<file path="src/rtl/idx_stream_reader_pkg.sv">
`default_nettype none
// ============================================================================
// Module   : idx_stream_reader_pkg
// Brief    : Shared constants and FSM state type for the index stream reader.
// Revision : 1.0 - initial release
// ============================================================================
package idx_stream_reader_pkg;

    localparam int c_ADDR_W    = 16;
    localparam int c_BUF_WORDS = 2;
    localparam int c_LANES     = 4;

    typedef enum logic [1:0] {
        ST_IDLE = 2'd0,
        ST_RUN  = 2'd1,
        ST_FIN  = 2'd2
    } state_t;

endpackage
`default_nettype wire

</file>
<file path="src/rtl/idx_stream_reader_fifo.sv">
`default_nettype none
// ============================================================================
// Module   : idx_word_fifo
// Brief    : Shallow synchronous word FIFO with push/pop/occupancy count.
// Revision : 1.0 - initial release
// ============================================================================
module idx_word_fifo
    import idx_stream_reader_pkg::*;
#(
    parameter int DEPTH = c_BUF_WORDS,
    parameter int WIDTH = 32,
    localparam int CNT_BITS = $clog2(DEPTH + 1),
    localparam int PTR_BITS = (DEPTH > 1) ? $clog2(DEPTH) : 1
) (
    input  logic                clk,
    input  logic                rst,
    input  logic                i_push,
    input  logic [WIDTH-1:0]    i_push_data,
    input  logic                i_pop,
    output logic [WIDTH-1:0]    o_head,
    output logic                o_empty,
    output logic [CNT_BITS-1:0] o_count
);

    logic [WIDTH-1:0]    r_mem [DEPTH];
    logic [PTR_BITS-1:0] r_wr_ptr;
    logic [PTR_BITS-1:0] r_rd_ptr;
    logic [CNT_BITS-1:0] r_count;

    // Explicit wrap keeps non-power-of-two depths correct.
    function automatic logic [PTR_BITS-1:0] f_next(input logic [PTR_BITS-1:0] p);
        return (p == PTR_BITS'(DEPTH - 1)) ? '0 : p + 1'b1;
    endfunction

    always_ff @(posedge clk) begin
        if (rst) begin
            r_wr_ptr <= '0;
            r_rd_ptr <= '0;
            r_count  <= '0;
            for (int i = 0; i < DEPTH; i++) begin
                r_mem[i] <= '0;
            end
        end else begin
            if (i_push) begin
                r_mem[r_wr_ptr] <= i_push_data;
                r_wr_ptr        <= f_next(r_wr_ptr);
            end
            if (i_pop) begin
                r_rd_ptr <= f_next(r_rd_ptr);
            end
            case ({i_push, i_pop})
                2'b10:   r_count <= r_count + 1'b1;
                2'b01:   r_count <= r_count - 1'b1;
                default: r_count <= r_count;
            endcase
        end
    end

    assign o_head  = r_mem[r_rd_ptr];
    assign o_empty = (r_count == '0);
    assign o_count = r_count;

endmodule
`default_nettype wire

</file>
<file path="src/rtl/idx_stream_reader.sv">
`default_nettype none
// ============================================================================
// Module   : idx_stream_reader
// Brief    : Reads a run of signed 8-bit indices from word SRAM, streams them.
// Revision : 1.0 - initial release
// ============================================================================
module idx_stream_reader
    import idx_stream_reader_pkg::*;
#(
    parameter int ADDR_W    = c_ADDR_W,
    parameter int CNT_W     = 17,
    parameter int BUF_WORDS = c_BUF_WORDS
) (
    input  logic                clk,
    input  logic                rst,
    input  logic                start,
    input  logic [ADDR_W-1:0]   base_addr,
    input  logic [CNT_W-1:0]    count,
    output logic                busy,
    output logic                done,
    output logic                sram_wen,
    output logic [ADDR_W-1:0]   sram_addr,
    input  logic [31:0]         sram_q,
    output logic signed [7:0]   idx_data,
    output logic                idx_valid,
    input  logic                idx_ready,
    output logic                idx_last
);

    localparam int c_FCNT_W = $clog2(BUF_WORDS + 1);
    localparam int c_OCC_W  = c_FCNT_W + 1;

    state_t              r_state;
    state_t              w_next_state;
    logic [ADDR_W-1:0]   r_addr;
    logic [CNT_W-1:0]    r_words_left;
    logic [CNT_W-1:0]    r_bytes_left;
    logic                r_pending;
    logic [1:0]          r_byte_sel;

    logic [31:0]         w_head;
    logic                w_empty;
    logic [c_FCNT_W-1:0] w_fifo_count;
    logic                w_valid;
    logic                w_xfer;
    logic                w_last;
    logic                w_word_end;
    logic                w_pop;
    logic                w_issue;
    logic [c_OCC_W-1:0]  w_occ;
    logic [CNT_W:0]      w_words_init;

    assign w_valid    = (r_state == ST_RUN) && !w_empty;
    assign w_xfer     = w_valid && idx_ready;
    assign w_last     = (r_bytes_left == CNT_W'(1));
    // A short final word ends early at the last byte of the run.
    assign w_word_end = (r_byte_sel == 2'd3) || w_last;
    assign w_pop      = w_xfer && w_word_end;

    // Slot freed by this cycle's pop can be reused by this cycle's issue.
    assign w_occ   = c_OCC_W'(w_fifo_count) + c_OCC_W'(r_pending) - c_OCC_W'(w_pop);
    assign w_issue = (r_state == ST_RUN) && (r_words_left != '0) &&
                     (w_occ < c_OCC_W'(BUF_WORDS));

    assign w_words_init = ({1'b0, count} + (CNT_W + 1)'(c_LANES - 1)) >> $clog2(c_LANES);

    always_ff @(posedge clk) begin
        if (rst) begin
            r_state <= ST_IDLE;
        end else begin
            r_state <= w_next_state;
        end
    end

    always_comb begin
        w_next_state = r_state;
        case (r_state)
            ST_IDLE: begin
                if (start) begin
                    w_next_state = (count == '0) ? ST_FIN : ST_RUN;
                end
            end
            ST_RUN: begin
                if (w_xfer && w_last) begin
                    w_next_state = ST_FIN;
                end
            end
            ST_FIN:  w_next_state = ST_IDLE;
            default: w_next_state = ST_IDLE;
        endcase
    end

    always_comb begin
        busy      = (r_state == ST_RUN);
        done      = (r_state == ST_FIN);
        idx_valid = w_valid;
        idx_last  = w_valid && w_last;
        idx_data  = w_valid ? w_head[{r_byte_sel, 3'b000} +: 8] : 8'sd0;
        sram_wen  = 1'b0;
    end

    assign sram_addr = r_addr;

    always_ff @(posedge clk) begin
        if (rst) begin
            r_addr       <= '0;
            r_words_left <= '0;
            r_bytes_left <= '0;
            r_pending    <= 1'b0;
            r_byte_sel   <= '0;
        end else begin
            r_pending <= w_issue;
            if ((r_state == ST_IDLE) && start) begin
                r_addr       <= base_addr;
                r_words_left <= CNT_W'(w_words_init);
                r_bytes_left <= count;
                r_byte_sel   <= '0;
            end else begin
                if (w_issue) begin
                    r_addr       <= r_addr + ADDR_W'(c_LANES);
                    r_words_left <= r_words_left - 1'b1;
                end
                if (w_xfer) begin
                    r_bytes_left <= r_bytes_left - 1'b1;
                    r_byte_sel   <= w_word_end ? 2'd0 : r_byte_sel + 2'd1;
                end
            end
        end
    end

    // SRAM data lands one cycle after the issue, exactly when r_pending is set.
    idx_word_fifo #(
        .DEPTH (BUF_WORDS),
        .WIDTH (32)
    ) u_word_fifo (
        .clk         (clk),
        .rst         (rst),
        .i_push      (r_pending),
        .i_push_data (sram_q),
        .i_pop       (w_pop),
        .o_head      (w_head),
        .o_empty     (w_empty),
        .o_count     (w_fifo_count)
    );

endmodule
`default_nettype wire
</file>
<file path="config.mk">
export PLATFORM = sky130hd
export DESIGN_NAME = idx_stream_reader
export DESIGN_NICKNAME = d
export VERILOG_FILES = /design/src/rtl/idx_stream_reader_pkg.sv /design/src/rtl/idx_stream_reader_fifo.sv /design/src/rtl/idx_stream_reader.sv
export SDC_FILE = /design/constraint.sdc
export NUM_CORES = 1
export LEC_CHECK = 0
export ABC_AREA = 1
export CORE_MARGIN = 1
export CORE_UTILIZATION = 50
export DETAILED_ROUTE_END_ITERATION = 10
export GPL_ROUTABILITY_DRIVEN = 0
export PLACE_DENSITY_LB_ADDON = 0.08
export REMOVE_ABC_BUFFERS = 1
export SLEW_MARGIN = 40
export SYNTH_ARGS = -nofsm -noshare
export SYNTH_HDL_FRONTEND = slang
export SYNTH_SLANG_ARGS = --single-unit
</file>
<file path="constraint.sdc">
create_clock -name clk -period 2.55 [get_ports clk]
set_input_delay 0.255 -clock clk [delete_from_list [all_inputs] [get_ports clk]]
set_output_delay 0.255 -clock clk [all_outputs]
set_load 0.02 [all_outputs]
</file>
# Word-level counts from Yosys, hierarchy flattened
# Memories as Yosys holds them, arrays and structs flattened. A register that Yosys moved wholly into a read port is not among the register bits.
# Index checks and enable logic that the tools add are counted.
# op_classes
eq_ne	8
n_shift	1
add_sub_neg	11
reduce_logical	20
mux	25
order_cmp	1
# ops
operator	n
16-bit 2-to-1 mux	4
17-bit 2-to-1 mux	2
17-bit by 1-bit subtractor with 17-bit output, second input constant	2
32-bit 2-to-1 mux	1
32-bit OR reduction	1
32-bit by 6-bit indexed part select with 8-bit output	1
17-bit by 2-bit adder with 18-bit output, second input constant	1
17-bit by 1-bit == test with 1-bit output, second input constant	1
17-bit zero test	1
17-bit nonzero test	1
16-bit by 3-bit adder with 16-bit output, second input constant	1
1-bit 2-to-1 mux	11
1-bit logical AND	8
2-bit 2-to-1 mux	4
8-bit 2-to-1 mux	1
2-bit case mux with 2 select lines	2
2-bit == test, second input constant	3
2-bit nonzero test	3
2-bit by 1-bit adder with 2-bit output, second input constant	2
2-bit by 1-bit == test with 1-bit output, second input constant	2
2-bit zero test	2
2-bit by 1-bit adder with 3-bit output	1
3-bit by 2-bit < comparator with 1-bit output, second input constant	1
3-bit by 1-bit subtractor with 3-bit output	1
8 further kinds	9
# word_totals
wordCells	77
in_bits	69
mem_count	1
mem_bits_rw	64
ff_bits	59
out_inout_bits	29
# memory_table
name	words	word_bits	rd	rd_ports_with_merged_regs	write_ports	line	rtl
u_word_fifo.r_mem	2	32	1	1	2	idx_stream_reader_fifo.sv:25	logic [WIDTH-1:0] r_mem [DEPTH];

# Logic depth before layout (Yosys ltp)
# logic_depth
word_depth	10
mapped_depth	23
mapped_depth_nobuf	21

# By module
# Synthesis repeated with hierarchy kept, for this count alone.
# unflattened
cells_unflattened	981
area_unflattened_um2	7285.7
# modules_own_cells
mod	n_inst	seq_area_each_um2	cells_per_inst	area_each_um2
idx_stream_reader	1	1101.1	746	4222.8
idx_word_fifo	1	2021.9	235	3062.9

# Least setup slack after synthesis
# Ideal clock, no wire load.
# synth_timing
path_kind	flip-flop to flip-flop
from	reg r_state[0]
to	reg r_addr[9] (netlist: sram_addr[9])
path_slack_ns	-0.169
path_stages_with_launch	19
arrival_time_ns	2.606
n_path_buf	2
required_time_ns	2.437
setup_time_ns	0.113
period_less_slack_ns	2.719
path_cell_list	dfxtp_1 > inv_1 > nor2_4 > o21ai_2 > nor2_4 > nand3_1 > and2_1 > nor2_1 > inv_1 > fa_1 > xor2_1 > nor2_1 > nand3_2 > nand2_2 > buf_6 > inv_6 > buf_6 > nor2_1 > nor2_1
# synth_via
elab_chain_cells	8
elab_cells_between_ends	12
classes_between	add/sub (1); order compare (1); eq/ne (1); mux (1); reduce/logical (8)
# synth_rtl
element	line	rtl
start, declared	idx_stream_reader.sv:33	state_t r_state;
start signal, assigned	idx_stream_reader.sv:71	r_state <= w_next_state;
2-bit by 1-bit == test with 1-bit output (*)	n/a	
net busy	idx_stream_reader.sv:19	output logic busy,
1-bit logical AND	idx_stream_reader.sv:53	assign w_valid = (r_state == ST_RUN) && !w_empty;
1-bit logical AND	idx_stream_reader.sv:54	assign w_xfer = w_valid && idx_ready;
1-bit logical AND	idx_stream_reader.sv:58	assign w_pop = w_xfer && w_word_end;
3-bit by 1-bit subtractor with 3-bit output	idx_stream_reader.sv:61	assign w_occ = c_OCC_W'(w_fifo_count) + c_OCC_W'(r_pending) - c_OCC_W'(w_pop);
3-bit by 2-bit < comparator with 1-bit output	idx_stream_reader.sv:63	(w_occ < c_OCC_W'(BUF_WORDS));
1-bit logical AND (*)	idx_stream_reader.sv:62	assign w_issue = (r_state == ST_RUN) && (r_words_left != '0) &&
2-bit nonzero test (no line) (*)	n/a	
end signal, assigned	idx_stream_reader.sv:114	r_addr <= base_addr;
end signal, assigned	idx_stream_reader.sv:120	r_addr <= r_addr + ADDR_W'(c_LANES);
end, declared	idx_stream_reader.sv:35	logic [ADDR_W-1:0] r_addr;
# The timed path passes the listed nets; every way through them passes the cells marked *.
# A chain may end at the register's enable or synchronous reset.

# Worst setup path in the final report
# layout_timing
from	reg r_bytes_left[8]
to	reg r_addr[13] (netlist: sram_addr[13])
# layout_via
elab_chain_cells	7
# layout_rtl
element	line	rtl
start, declared	idx_stream_reader.sv:37	logic [CNT_W-1:0] r_bytes_left;
start signal, assigned	idx_stream_reader.sv:116	r_bytes_left <= count;
start signal, assigned	idx_stream_reader.sv:124	r_bytes_left <= r_bytes_left - 1'b1;
17-bit by 1-bit == test with 1-bit output	idx_stream_reader.sv:55	assign w_last = (r_bytes_left == CNT_W'(1));
1-bit logical OR	idx_stream_reader.sv:57	assign w_word_end = (r_byte_sel == 2'd3) || w_last;
1-bit logical AND	idx_stream_reader.sv:58	
3-bit by 1-bit subtractor with 3-bit output	idx_stream_reader.sv:61	
3-bit by 2-bit < comparator with 1-bit output	idx_stream_reader.sv:63	
1-bit logical AND	idx_stream_reader.sv:62	
2-bit nonzero test (no line)	n/a	
# Every way passes these cells.

==> results.md <==
- Status: complete, but fails checks
- Failing checks: negative setup slack
- Final antenna-violating net count: 0
- Switching share of power: approximately 30%
- Ys async rst share: 0%
- Setup TNS Final: -3.095 ns
- Final hold violation count: 0
- Final nets: about 1,200
- Hold Startpoint: count[0]
- Starting Density: 51.69%
- Req. time, crit path: 2.85 ns
- Fin crit period: 2.700 ns
- Static Leakage: 0.004037 µW
- Max stage delay on crit path: approximately 0.52 ns
- Drt initial violations: roughly 630
- Vias: 6,693
- Final Skew: 0.008206 ns
- Final setup margin: -0.1501 ns
- Worst hold slack: 0.4623 ns
- Critical-path cell list: nor2_1, nand2_1, nor2_2, nand2_1, nand2_2, nand3_2, and2_4, nor2_4, inv_2, fa_2, inv_2, nor2_4, nand3_4, nand2_8, buf_6, nand2_2, a21oi_2, nor2_1
- Slew Viols, Final: 0
- Data arrival, critical path: around 3.0 ns
- Combinational cell fraction of total power: 24.4%
- Cell variety after synth: 44
- Num CTS Buffers: 17
- Slowest CP cell: fa_2
- Worst hold path stage count: 3
- CTS tree: done
- GRT busiest layer: met2
- Die width: 119.7 µm
- Number of synthesized flops with an enable pin: 64
- Final cell utilization of the core: 68.52%
- DRC errors left: 0
- Site Rows: 42
- Clock Latency Late Sink: between 0.4 and 0.5 ns
- Share of post-route cells with drive strength above 1: ~13%
- Clk network pwr share: 37.9%
- Initial antenna violation count: 0
- Slew headroom: ~57%
- Crit path launch type: flip-flop
- Syn avg cell area: slightly above 7 µm²
- Total gr overflow: 0
- Length in cells of the worst reg-to-reg path: 18
- Hpwl dp: between 10,000 and 15,000 µm
- FMAX: 370.4 MHz
- Area Overhead vs Synth: 32.55%
- Met2 Use GR: 44.15%
- Core ar.: 13,400 µm²
- Sequential cell area fraction in the yosys report: 45.09%
- I/O pins: 98
- Final Non-Filler Cells: roughly 1,300
- GRT met1 Usage: 32.65%
- First-pass GRT wire length: 28,980 µm
- Largest net degree at the start of global routing: 38
- Reg2reg setup slack: -0.15 ns
- Placed cell count: 1,236
- Sequential Power Share: between 30% and 40%
- Cell-internal power: 4476 µW
- PD cells: ~700 nW/µm²
- Synth Warn #: 0
- Worst R2R Start: r_bytes_left[8]
- Crit-path max FO: 5
- CTS hold repair buffers: 0
- Hold endpoint: r_bytes_left[0]
- GRT Total Usage: 25.46%
- CP endpoint kind: flip-flop
- Routed WL: 17,530 µm
- Switching pwr: 1919 µW
- Instance count of the mapped netlist: 952
- WL/cell: 13.71 µm
- Max_cap viols: 0
- Crit share post-route: 105.9%
- CP Class: flip-flop to flip-flop
- RSZ-0062 raised after global routing: yes
- Via density: 5.237
- Worst-path clk slew: ~0.060 ns
- Diodes inserted: 0
- Drt pass-1 iters: 5
- Worst IR Drop VDD: ~410 µV
- Cell Area, Synth: 6927 µm²
- Endpoints failing setup: 31
- Hold WC Path Type: primary input to flip-flop
- Die Y: 119.7 µm
- FF+latch count, synth: 124
- Clock Tree Buf Depth: 2
- H-tree depth: 4
- Port Buffers: 96
- Met3 Use GR: 3.707%
- Post-placement setup slack: -0.3779 ns
- CTS sink cnt: 124
- Buf/Inv on CP: 3
- Largest delay share family, worst path: simple AND/OR/NAND/NOR gates
- Vias in the first global route: 6,102
- Die area: 14,330 µm²
- CTS Root Cell: clkbuf_16
- Slew @ Worst Pin: 0.6450 ns
- Most used DFF post-synth: edfxtp_1
- Reg-to-reg endpoint: sram_addr[13]
## cell usage after synthesis, types with 2 or more instances
cell type | n | share of area (%)
a21oi_1 | 25 | 1.8
a21oi_2 | 2 | 0.25
a31oi_1 | 10 | 0.90
and2_1 | 2 | 0.18
buf_2 | 2 | 0.14
buf_4 | 3 | 0.33
buf_6 | 4 | 0.65
clkbuf_1 | 30 | 1.6
dfxtp_1 | 60 | 17
edfxtp_1 | 64 | 28
ha_1 | 5 | 0.90
inv_1 | 100 | 5.4
inv_2 | 2 | 0.11
nand2_1 | 168 | 9.1
nand2_2 | 4 | 0.36
nand3_1 | 46 | 3.3
nand3_2 | 2 | 0.29
nand3b_1 | 2 | 0.22
nand4_1 | 15 | 1.4
nor2_1 | 258 | 14
nor2_4 | 4 | 0.65
nor3_1 | 12 | 0.87
o21ai_0 | 66 | 4.8
o21ai_1 | 12 | 0.87
o221ai_1 | 2 | 0.25
o31ai_1 | 2 | 0.22
o32ai_1 | 16 | 2.0
xnor2_1 | 9 | 1.1
xor2_1 | 10 | 1.3
## cell usage in the layout (no fill, tap or decap), types with 10 or more instances in the layout
cell,instances
nand3_1,41
o32ai_1,16
inv_1,96
nor2_1,251
buf_4,52
a21oi_1,22
nand4_1,15
clkbuf_16,17
dfxtp_1,58
edfxtp_1,64
clkdlybuf4s50_1,91
o21ai_0,55
a31oi_1,10
nor3_1,12
o21ai_1,23
nand2_1,163
## worst min-delay path, cell delays in order
cell and delay, ns:
clkdlybuf4s50_1 0.42, nand2_1 0.08, a31oi_1 0.07
## flip-flops by register name, summed over array words and instances, names as in the netlist, named ones only
signal,flops
u_word_fifo.r_mem,64
r_bytes_left,17
r_words_left,17
sram_addr,16
r_byte_sel,2
r_state,2
u_word_fifo.o_count,2
r_pending,1
u_word_fifo.r_rd_ptr,1
u_word_fifo.r_wr_ptr,1
## repair_timing
action	CTS	global route
buffers inserted	11	1
gates resized for setup	38	23
pin swaps	16	10
setup endpoints to repair	30	41
## metrics by stage
stage               power (µW)  instance area (µm²)
floorplan                 3318                 6736
global placement          3870                 8338
detailed placement        3885                 8338
CTS                       6394                 9112
global route              6717                 9181
finish                    6395                 9181
## how the worst max path moves through the flow
stage | from | cells past startpoint | slack [ns] | endpoint
finish | r_bytes_left[8] | 18 | -0.15 | sram_addr[13]
detailed placement | idx_ready | 16 | -0.38 | sram_addr[15]
global placement | idx_ready | 16 | -0.33 | sram_addr[15]
global route | r_bytes_left[1] | 21 | -0.30 | sram_addr[13]
CTS | r_bytes_left[1] | 21 | -0.25 | sram_addr[15]
floorplan | r_byte_sel[0] | 15 | -0.54 | sram_addr[9]
## power by group through the flow
| stage | registers, µW | logic, µW | clock network [µW] |
|---|---|---|---|
| after floorplan | 2480 | 840 | 0 |
| after global placement | 2450 | 1420 | 0 |
| after detailed placement | 2450 | 1440 | 0 |
| after CTS | 2410 | 1540 | 2450 |
| after global routing | 2440 | 1730 | 2550 |
| final | 2410 | 1560 | 2420 |
## cell type report
class | count | area (µm²)
fill | 1149 | 4219
inverter | 103 | 391.6
timing repair buffer | 157 | 1491
tap | 176 | 220.2
clock inverter | 15 | 170.2
clock buffer | 17 | 425.4
sequential | 124 | 3126
multi-input combinational | 686 | 3357
## cell families (layout without fill, tap and decap cells)
| logic type | after synthesis | in the layout | synth area share [%] |
|---|---|---|---|
| buffers and inverters | 142 | 292 | 8.400 |
| and+or+nand+nor | 517 | 517 | 30.83 |
| other | 1 | 1 | 0.05414 |
| xor gates and xnor gates | 19 | 19 | 2.402 |
| adders and majority gates | 6 | 6 | 1.192 |
| AOI/OAI and AO/OA | 143 | 143 | 12.03 |
| DFF | 124 | 124 | 45.09 |
## routing by layer
metal | up-vias | part of all wire, %
li1 | 3392 | -
met1 | 3074 | 44
met2 | 208 | 50
met3 | 19 | 5.1
met4 | 0 | 1.5
met5 | - | 0
Note: power is estimated with default switching activity, not from simulation.
